**src/rtl/genesis_pad_input_filter_if.sv**
```systemverilog
// -----------------------------------------------------------------------------
// genesis_pad_input_filter_if
// Groups the pad-side signals of the DB9 input filter.
//   iPAD_RAW      : raw pad pins, active low, externally pulled up
//   oGENPAD       : filtered pin vector, same bit order as iPAD_RAW
//   oPAD_IDLE     : high while the filtered vector has been all-ones long enough
//   oGLITCH_COUNT : saturating glitch event counter (zero when not built in)
// Modports:
//   slave  : the filter itself (consumes raw pins, produces filtered outputs)
//   master : the environment (drives raw pins, observes filtered outputs)
// -----------------------------------------------------------------------------
interface genesis_pad_input_filter_if;
  logic [5:0] iPAD_RAW;
  logic [5:0] oGENPAD;
  logic       oPAD_IDLE;
  logic [7:0] oGLITCH_COUNT;

  modport slave (
    input  iPAD_RAW,
    output oGENPAD,
    output oPAD_IDLE,
    output oGLITCH_COUNT
  );

  modport master (
    output iPAD_RAW,
    input  oGENPAD,
    input  oPAD_IDLE,
    input  oGLITCH_COUNT
  );
endinterface

```
**src/rtl/genesis_pad_input_filter.sv**
```systemverilog
// -----------------------------------------------------------------------------
// genesis_pad_input_filter
// Input conditioning for the six DB9 gamepad pins ahead of genesis_gamepads.
// Each raw pin is synchronised into the iCLK domain, then passed through a
// per-bit stability filter: the output bit only follows the synchronised pin
// once it has disagreed with the output for STABLE_CYCLES consecutive cycles.
// A long run of filtered all-ones (pad released or unplugged) raises oPAD_IDLE.
//
// Ports:
//   iCLK      : system clock (50 MHz)
//   iN_RESET  : asynchronous active-low reset
//   pad       : genesis_pad_input_filter_if.slave
//               (iPAD_RAW in, oGENPAD / oPAD_IDLE / oGLITCH_COUNT out)
//
// Optional feature macro: GENPAD_GLITCH_COUNT_EN
//   When defined, oGLITCH_COUNT counts glitch events (a pin that started to
//   change but returned before qualifying), summed over all bits and
//   saturating at 255. When undefined, oGLITCH_COUNT is constant zero and no
//   counter logic exists.
// -----------------------------------------------------------------------------
module genesis_pad_input_filter #(
  parameter int SYNC_STAGES   = 2,
  parameter int STABLE_CYCLES = 16,
  parameter int IDLE_CYCLES   = 1048576
) (
  input  logic                          iCLK,
  input  logic                          iN_RESET,
  genesis_pad_input_filter_if.slave     pad
);

  localparam logic [7:0]  STABLE_LAST = 8'(STABLE_CYCLES - 1);
  localparam logic [19:0] IDLE_LAST   = 20'(IDLE_CYCLES - 1);
  localparam logic [5:0]  ALL_RELEASED = 6'b111111;

  // Synchroniser chain: index 0 samples the pins, the top index is sync_s.
  logic [SYNC_STAGES-1:0][5:0] sync_r;
  logic [5:0]                  sync_s;

  logic [5:0]                  genpad_r;
  logic [5:0]                  genpad_nxt_s;
  logic [5:0][7:0]             cnt_r;
  logic [5:0][7:0]             cnt_nxt_s;

  logic [19:0]                 idle_cnt_r;
  logic                        pad_idle_r;

  assign sync_s = sync_r[SYNC_STAGES-1];

  // Shift raw pins through the synchroniser; reset to the released level.
  always_ff @(posedge iCLK or negedge iN_RESET) begin
    if (!iN_RESET) begin
      sync_r <= '1;
    end else begin
      sync_r[0] <= pad.iPAD_RAW;
      for (int k = 1; k < SYNC_STAGES; k++) begin
        sync_r[k] <= sync_r[k-1];
      end
    end
  end

`ifdef GENPAD_GLITCH_COUNT_EN
  logic [5:0] glitch_vec_s;
  logic [7:0] glitch_cnt_r;

  // Number of bits set in a 6-bit event vector.
  function automatic logic [2:0] count_ones6(input logic [5:0] v);
    logic [2:0] n;
    n = 3'd0;
    for (int b = 0; b < 6; b++) begin
      n = n + {2'd0, v[b]};
    end
    return n;
  endfunction

  // Add an increment to an 8-bit counter, clamping at 255.
  function automatic logic [7:0] sat_add8(input logic [7:0] base, input logic [2:0] inc);
    logic [8:0] sum;
    sum = {1'b0, base} + {6'd0, inc};
    return sum[8] ? 8'd255 : sum[7:0];
  endfunction
`endif

  // Per-bit stability filter next state; a glitch is a bit whose counter was
  // running but whose synchronised value fell back to the current output.
  always_comb begin
    genpad_nxt_s = genpad_r;
    cnt_nxt_s    = '0;
`ifdef GENPAD_GLITCH_COUNT_EN
    glitch_vec_s = 6'd0;
`endif
    for (int i = 0; i < 6; i++) begin
      if (sync_s[i] == genpad_r[i]) begin
        cnt_nxt_s[i] = 8'd0;
`ifdef GENPAD_GLITCH_COUNT_EN
        glitch_vec_s[i] = (cnt_r[i] != 8'd0);
`endif
      end else if (cnt_r[i] == STABLE_LAST) begin
        genpad_nxt_s[i] = sync_s[i];
        cnt_nxt_s[i]    = 8'd0;
      end else begin
        cnt_nxt_s[i] = cnt_r[i] + 8'd1;
      end
    end
  end

  // Filter state registers; output starts released.
  always_ff @(posedge iCLK or negedge iN_RESET) begin
    if (!iN_RESET) begin
      genpad_r <= ALL_RELEASED;
      cnt_r    <= '0;
    end else begin
      genpad_r <= genpad_nxt_s;
      cnt_r    <= cnt_nxt_s;
    end
  end

  // Idle detector: counts cycles of filtered all-ones, holds at the terminal
  // count so oPAD_IDLE stays up until a pin qualifies low.
  always_ff @(posedge iCLK or negedge iN_RESET) begin
    if (!iN_RESET) begin
      idle_cnt_r <= 20'd0;
      pad_idle_r <= 1'b0;
    end else if (genpad_r != ALL_RELEASED) begin
      idle_cnt_r <= 20'd0;
      pad_idle_r <= 1'b0;
    end else if (idle_cnt_r == IDLE_LAST) begin
      idle_cnt_r <= idle_cnt_r;
      pad_idle_r <= 1'b1;
    end else begin
      idle_cnt_r <= idle_cnt_r + 20'd1;
      pad_idle_r <= pad_idle_r;
    end
  end

`ifdef GENPAD_GLITCH_COUNT_EN
  // Saturating glitch counter, cleared only by reset.
  always_ff @(posedge iCLK or negedge iN_RESET) begin
    if (!iN_RESET) begin
      glitch_cnt_r <= 8'd0;
    end else begin
      glitch_cnt_r <= sat_add8(glitch_cnt_r, count_ones6(glitch_vec_s));
    end
  end

  assign pad.oGLITCH_COUNT = glitch_cnt_r;
`else
  assign pad.oGLITCH_COUNT = 8'd0;
`endif

  assign pad.oGENPAD   = genpad_r;
  assign pad.oPAD_IDLE = pad_idle_r;

endmodule

```
**src/flat_wrapper.sv**
```systemverilog
// flat-port wrapper written by rule: the top's interface ports become plain ports
module genesis_pad_input_filter_flat 
#(
  parameter int SYNC_STAGES   = 2,
  parameter int STABLE_CYCLES = 16,
  parameter int IDLE_CYCLES   = 1048576
)
  (iCLK, iN_RESET, pad_iPAD_RAW, pad_oGENPAD, pad_oPAD_IDLE, pad_oGLITCH_COUNT);
  genesis_pad_input_filter_if pad_i ();
  input  logic iCLK;
  input  logic iN_RESET;
  input wire logic [$bits(pad_i.iPAD_RAW)-1:0] pad_iPAD_RAW;
  output wire logic [$bits(pad_i.oGENPAD)-1:0] pad_oGENPAD;
  output wire logic [$bits(pad_i.oPAD_IDLE)-1:0] pad_oPAD_IDLE;
  output wire logic [$bits(pad_i.oGLITCH_COUNT)-1:0] pad_oGLITCH_COUNT;
  assign pad_i.iPAD_RAW = pad_iPAD_RAW;
  assign pad_oGENPAD = pad_i.oGENPAD;
  assign pad_oPAD_IDLE = pad_i.oPAD_IDLE;
  assign pad_oGLITCH_COUNT = pad_i.oGLITCH_COUNT;
  genesis_pad_input_filter #(.SYNC_STAGES(SYNC_STAGES), .STABLE_CYCLES(STABLE_CYCLES), .IDLE_CYCLES(IDLE_CYCLES)) u_core (.iCLK(iCLK), .iN_RESET(iN_RESET), .pad(pad_i));
endmodule
```
**config.mk**
```make
export PLATFORM = sky130hd
export DESIGN_NAME = genesis_pad_input_filter_flat
export DESIGN_NICKNAME = d
export VERILOG_FILES = /design/src/rtl/genesis_pad_input_filter_if.sv /design/src/rtl/genesis_pad_input_filter.sv /design/src/flat_wrapper.sv
export SDC_FILE = /design/constraint.sdc
export NUM_CORES = 1
export LEC_CHECK = 0
export CORE_ASPECT_RATIO = 0.5
export CORE_UTILIZATION = 53
export DETAILED_ROUTE_END_ITERATION = 10
export PLACE_DENSITY = 0.83
export SLEW_MARGIN = 40
export SYNTH_ARGS = -nofsm -noshare
export SYNTH_HDL_FRONTEND = slang
export SYNTH_SLANG_ARGS = --single-unit
```
**constraint.sdc**
```tcl
create_clock -name iCLK -period 2.1 [get_ports iCLK]
set_clock_uncertainty 0.15 [all_clocks]
set_input_delay 0.42 -clock iCLK [delete_from_list [all_inputs] [get_ports iCLK]]
set_output_delay 0.42 -clock iCLK [all_outputs]
set_load 0.02 [all_outputs]
```
Word-level counts from Yosys, hierarchy flattened. Index checks and enable logic that the tools add are counted. Widths: inputs -> output; s select.

Memories kept: 0. Logic and storage cells: 67. Latch bits: 0. RAM bits: 0. Input port bits: 8. Register bits: 87. ROM bits: 0.

Mux-type cells: 16. Bitwise logic cells: 6. Add/subtract/negate cells: 7. Equality and inequality tests: 15. Multiply operators: 0. Reductions and logical operators: 7. Shifts and indexed selects: 0. Div/mod/pow operators: 0. $lt $le $gt $ge: 0.

Operators with widths (number): $mux 8 (12); $add 8x1->8 const B (6); $eq 8x4->1 const B (6); $mux 20 (2); $add 20x1->20 const B (1); $eq 20x20->1 const B (1); $reduce_and 2->1 (6); $eq 1x1->1 (6); $ne 6x6->1 const B (1); $not 1->1 (6); $mux 1 (2); $ne 2x1->1 const B (1); $reduce_bool 2->1 (1).

Longest topological paths before layout. Gate-level depths: netlist of run 1.

Depth after elaboration: 3. Depth in mapped cells: 6. Depth with buffers taken out: 5.

Least setup slack after synthesis of run 1. OpenSTA, ideal clock, no wires.

Kind: register to register. From: reg u_core.idle_cnt_r[0]. To: reg u_core.idle_cnt_r[17]. Clock period less this slack: 1.932 ns. Required time: 1.871 ns. Path slack: 0.168 ns. Cell stages (with the launch flop): 6. Arrival: 1.702 ns. Path through: dfrtp_1 ha_1 nand4_1 or4_4 o2111ai_2 mux2i_1.

Cells in the longest elaborated chain, start to end: 3. Elaborated cells between the ends (all ways): 5.

RTL lines: from (decl) (line genesis_pad_input_filter.sv:44) `logic [19:0] idle_cnt_r;`; from (signal assigned) (line genesis_pad_input_filter.sv:127) `idle_cnt_r <= idle_cnt_r;`; from (signal assigned) (line genesis_pad_input_filter.sv:130) `idle_cnt_r <= idle_cnt_r + 20'd1;`; $add 20x1->20 (line genesis_pad_input_filter.sv:130); $mux 20 (line genesis_pad_input_filter.sv:126) `end else if (idle_cnt_r == IDLE_LAST) begin`; $mux 20 (line genesis_pad_input_filter.sv:123) `end else if (genpad_r != ALL_RELEASED) begin`.

Several ways; a longest one is shown, not always the timed one. The select of a mux whose other input is x is not followed. A chain may end at the register's enable or synchronous reset.

Worst setup path in the final report of run 1.
From: reg u_core.idle_cnt_r[1]. To: reg u_core.idle_cnt_r[18].

The elaborated chain is that of the path after synthesis.

==> flow_summary.json, run 1 <==
{
  "outcome": "finished, final reports clean",
  "grt_pass1_wl_mm": 13.5,
  "area_growth_pct": 15.6,
  "die-area_um2": 7900,
  "synthAdderAreaFrac_pct": 2.19,
  "maxSlewViolCount": 0,
  "final_layout_size_suffix_gt1_share_pct": 15.6,
  "yosys.area_share.simple_pct": 21.4,
  "worstSetupPathType": "reg -> reg",
  "synth-seq-cells": 87,
  "rows": 21,
  "antenna_found_initial": 0,
  "post-route-util_pct": 66.3,
  "synthFlopType": "dfrtp_1",
  "die_w_um": 125,
  "p_sw_uw": 777,
  "core_area_um2": 6960,
  "ys_async_sr_fraction_pct": 100,
  "finalNetCount": 414,
  "fin_hold_ws_ns": 0.206,
  "cts_buffer_depth": 2,
  "arrival_ns": 2.14,
  "overflow": 0,
  "clock_latency_ns": 0.34,
  "max_freq_mhz": 493,
  "cts_buffers": 9,
  "drt_iter0_drc": 207,
  "power.share.clock_pct": 44.8,
  "globalplace.congestion": 0.861,
  "avgSynthCellArea_um2": 10.9,
  "cp-end-kind": "flop",
  "max_slew_margin_pct": 66.4,
  "htreeDepth": 3,
  "post-dp-hpwl_mm": 5.16,
  "synthXorXnorAreaFrac_pct": 10.5,
  "cts_tree": "built",
  "root_buffer": "clkbuf_16",
  "synth_cells": 365,
  "io_buffer_count": 14,
  "crit_fanout": 5,
  "multi_input_area_um2": 1740,
  "synth.mux.area_fraction_pct": 2.45,
  "swShare_pct": 22.7,
  "final.setup.tns_ns": 0,
  "setup_viol": 0,
  "seqCellArea_um2": 2200,
  "seq_area_frac_synth_pct": 55.1,
  "grt_pass1_vias": 2951,
  "startpoint_type": "flop",
  "drv_cap": 0,
  "p_int_uw": 2650,
  "ys_types": 42,
  "wire_per_inst_um": 15.6,
  "p_seq_share_pct": 51.3,
  "combPwrFrac_pct": 3.9,
  "p_per_area_nw_per_um2": 743,
  "hold_violations": 0,
  "clkTransAtPathRegs_ns": 0.06,
  "leakagePower_uw": 0.00204,
  "track_usage_pct": 22.0,
  "diodes": 0,
  "synth_top_family_by_area": "simple AND/OR/NAND/NOR gates",
  "fillCellCount": 476,
  "num_vias": 2857,
  "ir_drop_v": 0.000680,
  "synth_compound_area_share_pct": 5.64,
  "ant_nets": 0,
  "io_pins": 23,
  "worst_pin_slew_ns": 0.503,
  "min_period_ns": 2.03,
  "initial_utilization_pct": 57.3,
  "die_h_um": 63.4,
  "cts_sinks": 87,
  "grt_max_degree": 35,
  "synth_edf_count": 0,
  "hold_path_class": "reg -> reg",
  "synth_warnings": 0,
  "viasPerCell": 5.76,
  "netlist_area_um2": 3990,
  "drcViolationCount": 0,
  "layout_worst_path_cycle_share_pct": 96.6,
  "totalWireLength_mm": 7.75,
  "worstPathRequired_ns": 2.21,
  "rsz0062_at_grt": "no",
  "dr.pass1.iters": 4
}
routing by layer:
| metal | part of all wire [%] | vias to the layer above | wire [um] | GRT usage, % |
|---|---|---|---|---|
| met5 | 0 | - | 0 | 0 |
| met4 | 2.2 | 0 | 168 | 10.4 |
| met3 | 5.6 | 20 | 433 | 7.99 |
| met2 | 49 | 104 | 3820 | 35.5 |
| met1 | 43 | 1402 | 3330 | 26.5 |
| li1 | - | 1331 | - | - |
state kept, by name, summed over array words and instances, names as in the netlist:
signal / cells
u_core.idle_cnt_r: 20
u_core.cnt_r: 48
u_core.pad.oGENPAD: 6
u_core.pad.oPAD_IDLE: 1
u_core.sync_s: 6
u_core.sync_r: 6
power groups by stage:
stage / sequential (uW) / clock, uW / combinational (uW)
finish: 1760 / 1530 / 135
global route: 1760 / 1650 / 153
CTS: 1760 / 1560 / 138
detailed placement: 1790 / 0 / 135
global placement: 1780 / 0 / 128
floorplan: 1780 / 0 / 79.8
layout by cell type, fill, tap and decap left out, types with 5 or more instances in the layout:
cell type	n
or4_1	5
a21oi_1	11
nor2_1	45
ha_1	7
and3_1	14
clkbuf_16	9
buf_4	14
and2_1	12
or3_1	6
clkdlybuf4s50_1	7
dfrtp_1	69
conb_1	8
dfstp_2	18
nor3_1	5
nand3_1	14
mux2_2	6
nand2_1	30
nand4_1	14
o21ai_0	6
dlygate4sd2_1	6
xnor2_1	18
nor4_1	9
xor2_1	30
through the flow:
stage | std cells | setup WS [ns] | power, uW | instance area (um^2)
detailed placement | 477 | 0.128 | 1920 | 4280
global placement | 477 | 0.197 | 1910 | 4280
global route | 496 | 0.0102 | 3570 | 4610
CTS | 494 | 0.0982 | 3450 | 4580
finish | 496 | 0.0723 | 3430 | 4610
floorplan | 372 | 0.168 | 1860 | 4020
logic make-up (layout without fill, tap and decap cells):
group	Yosys count	count (layout)
mux	9	9
buf+inv	16	48
flops	87	87
compound gates	34	34
other cells	1	8
simple gates	163	163
fa+ha+maj	7	7
xor+xnor	48	48
critical path, cell delays in order (launching register included):
cell,delay (ns)
dfrtp_1,0.37
ha_1,0.25
and4_1,0.29
o211ai_1,0.21
nor4_1,0.42
mux2i_1,0.25
worst paths after layout:
| path | start | to | slack, ns | cells past startpoint |
|---|---|---|---|---|
| max | u_core.idle_cnt_r[1] | u_core.idle_cnt_r[18] | 0.07 | 5 |
| min | u_core.sync_r[0] | u_core.sync_s[0] | 0.21 | 0 |
| max reg2reg | u_core.idle_cnt_r[1] | u_core.idle_cnt_r[18] | 0.07 | 5 |
| max in group asynchronous | iN_RESET | u_core.sync_r[5] | 0.79 | 3 |
| min reg2reg | u_core.sync_r[0] | u_core.sync_s[0] | 0.21 | 0 |
| min in group asynchronous | iN_RESET | u_core.cnt_r[20] | 0.40 | 2 |
synth_stat cells, drive strengths merged (2+ instances only):
master	number	area (um^2)
inv	3	11.3
xnor2	18	158
ha	7	87.6
o21a	2	15.0
dfstp	18	473
o211ai	2	15.0
nand2	30	113
mux2i	3	30.0
nand4	15	100
and2	12	75.1
a31oi	4	25.0
nor4	10	68.8
and3	15	95.1
and4	2	17.5
or4	6	48.8
xor2	30	263
or3	7	48.8
dfrtp	69	1730
clkbuf	2	7.51
o21ai	6	30.0
nand3	15	87.6
nor2	45	169
mux2	6	67.6
buf	11	83.8
nor3	5	25.0
a21oi	11	55.1
o31ai	4	30.0
timing repair:
action,CTS,global route
resized for setup,6,2
pin swaps,0,3
hold buffers,1,0
setup endpoints to repair,6,5
setup buffers,0,2
hold endpoints to repair,24,0
cell type report:
cell class / count / share of cell area [%]
Timing Repair Buffer: 29 / 5.59
Sequential cell: 87 / 47.7
Clock inverter: 5 / 0.895
Clock buffer: 11 / 5.48
Multi-Input combinational cell: 269 / 37.6
Inverter: 3 / 0.244
Tap cell: 92 / 2.50
No activity file was read; power rests on OpenSTA's default activity.
==> run 2: changes to the inputs <==
--- a/config.mk
+++ b/config.mk
@@ -6,9 +6,10 @@
 export NUM_CORES = 1
 export LEC_CHECK = 0
 export CORE_ASPECT_RATIO = 0.5
-export CORE_UTILIZATION = 53
+export CORE_MARGIN = 2
+export CORE_UTILIZATION = 40
 export DETAILED_ROUTE_END_ITERATION = 10
-export PLACE_DENSITY = 0.83
+export PLACE_DENSITY = 0.67
 export SLEW_MARGIN = 40
 export SYNTH_ARGS = -nofsm -noshare
 export SYNTH_HDL_FRONTEND = slang
==> run 2 against run 1 <==
Net effect: global-route usage decreased by 7.7 points; via count fell by 7.1%; sequential cell count did not move; cell count up 8.1%; sequential power about the same.
==> flow_summary.json, run 2 (synthesis gave the netlist of run 1 again) <==
{
  "globalplace.congestion": 0.815,
  "viasPerCell": 4.95,
  "min_period_ns": 1.95,
  "totalWireLength_mm": 6.86,
  "cts_buffer_depth": 2,
  "final_layout_size_suffix_gt1_share_pct": 14.7,
  "diodes": 0,
  "rows": 25,
  "layout_worst_path_cycle_share_pct": 92.7,
  "rsz0062_at_grt": "no",
  "wire_per_inst_um": 12.8,
  "outcome": "finished, final reports clean",
  "initial_utilization_pct": 41.7,
  "post-dp-hpwl_mm": 4.76,
  "hold_path_class": "reg -> reg",
  "hold_violations": 0,
  "fillCellCount": 889,
  "cp_top_family": "simple AND/OR/NAND/NOR gates",
  "drv_cap": 0,
  "cts_tree": "built",
  "final.setup.tns_ns": 0,
  "io_buffer_count": 14,
  "cts_buffers": 9,
  "clock_latency_ns": 0.34,
  "grt_pass1_wl_mm": 12.1,
  "maxSlewViolCount": 0,
  "p_per_area_nw_per_um2": 773,
  "cpMaxStageDelayCell": "or4_4",
  "drt_iter0_drc": 149,
  "worstPathRequired_ns": 2.17,
  "grt_max_degree": 36,
  "num_vias": 2655,
  "antenna_found_initial": 0,
  "track_usage_pct": 14.3,
  "critPathBufInv": 0,
  "worstSetupPathType": "reg -> reg",
  "io_pins": 23,
  "die_w_um": 145,
  "startpoint_type": "flop",
  "clkTransAtPathRegs_ns": 0.06,
  "cp_slowest_stage_delay_ns": 0.63,
  "drcViolationCount": 0,
  "top_register": "u_core.cnt_r",
  "critical_path.cell_chain": "nand4_1 -> or4_4 -> a311oi_1",
  "leakagePower_uw": 0.00204,
  "top_usage_layer": "met2",
  "final_common_cell": "dfrtp_1",
  "largestRegisters": "u_core.cnt_r (48), u_core.idle_cnt_r (20)",
  "dr.pass1.iters": 6,
  "setup_viol": 0,
  "final_cell_mix": "69 x dfrtp_1, 45 x nor2_1, 30 x xor2_1, 30 x nand2_1",
  "core_area_um2": 9570,
  "multi_input_area_um2": 1720,
  "cts_setup_buffers": 0,
  "grt_pass1_vias": 2587,
  "cts_sinks": 87,
  "final_cells": 536,
  "ir_drop_v": 0.000430,
  "htreeDepth": 3,
  "root_buffer": "clkbuf_16",
  "overflow": 0,
  "finalNetCount": 411,
  "use_met3_pct": 5.21,
  "max_freq_mhz": 514,
  "largest_reg_flops": 48,
  "seqCellArea_um2": 2200,
  "crit_fanout": 6,
  "die-area_um2": 10800,
  "arrival_ns": 2.02,
  "ant_nets": 0,
  "grtUsageMet2_pct": 22.3,
  "use_met1_pct": 18.1,
  "area_growth_pct": 16.6,
  "cp-end-kind": "flop",
  "die_h_um": 74.6,
  "placed_cells": 519
}
==> run 2: cell types whose count changed in the layout (fill, tap and decap cells not counted), sizes merged <==
cell / before / now
buf: 15 / 12
bufinv: 0 / 2
clkinvlp: 2 / 1
inv: 4 / 3
==> run 2: path summary, 6_finish.rpt <==
kind | start | to | slack (ns) | depth (start not counted)
setup / recovery | u_core.idle_cnt_r[15] | u_core.idle_cnt_r[4] | 0.15 | 3
max in group asynchronous | iN_RESET | u_core.pad.oGENPAD[4] | 0.81 | 3
hold reg to reg | u_core.sync_r[5] | u_core.sync_s[5] | 0.20 | 0
setup reg to reg | u_core.idle_cnt_r[15] | u_core.idle_cnt_r[4] | 0.15 | 3
min in group asynchronous | iN_RESET | u_core.idle_cnt_r[5] | 0.40 | 2
hold / removal | u_core.sync_r[5] | u_core.sync_s[5] | 0.20 | 0
==> run 2: final cells by class <==
type | count | area share [%]
Sequential cell | 87 | 47.3
Multi-Input combinational cell | 269 | 36.9
Clock buffer | 11 | 5.22
Timing Repair Buffer | 26 | 5.05
Tap cell | 135 | 3.63
Clock inverter | 5 | 1.75
Inverter | 3 | 0.242
==> run 2: where the power goes <==
part | leakage [uW] | internal (uW) | switching (uW) | total (uW)
Clock | 0.000156 | 1070 | 632 | 1710
Combinational | 0.000745 | 51.6 | 81.0 | 133
Sequential | 0.00114 | 1730 | 31.2 | 1760
==> run 2: timing repair <==
item,in CTS,in global routing
hold endpoints to repair,19,0
hold buffers,1,0
endpoints found under the setup margin,6,0
resized for setup,6,0
==> run 2: per-layer routing <==
| layer | wire [um] | share of wire [%] | vias up |
|---|---|---|---|
| met3 | 250 | 3.6 | 11 |
| met4 | 137 | 2.0 | 0 |
| met2 | 3040 | 44 | 37 |
| li1 | - | - | 1335 |
| met5 | 0 | 0 | - |
| met1 | 3430 | 50 | 1272 |
==> run 2: stage by stage <==
stage                     power [uW]  hold WS (ns)  util (%)  worst slack, ns  area, um^2
after floorplan                 1860       -0.0256         -            0.168        4020
after global placement          1920         0.195      45.2            0.207        4330
after detailed placement        1920         0.197      45.2            0.167        4330
after CTS                       3660         0.206      48.6            0.138        4650
after global routing            3760         0.208      48.6           0.0321        4650
final                           3600         0.205      48.6            0.154        4650
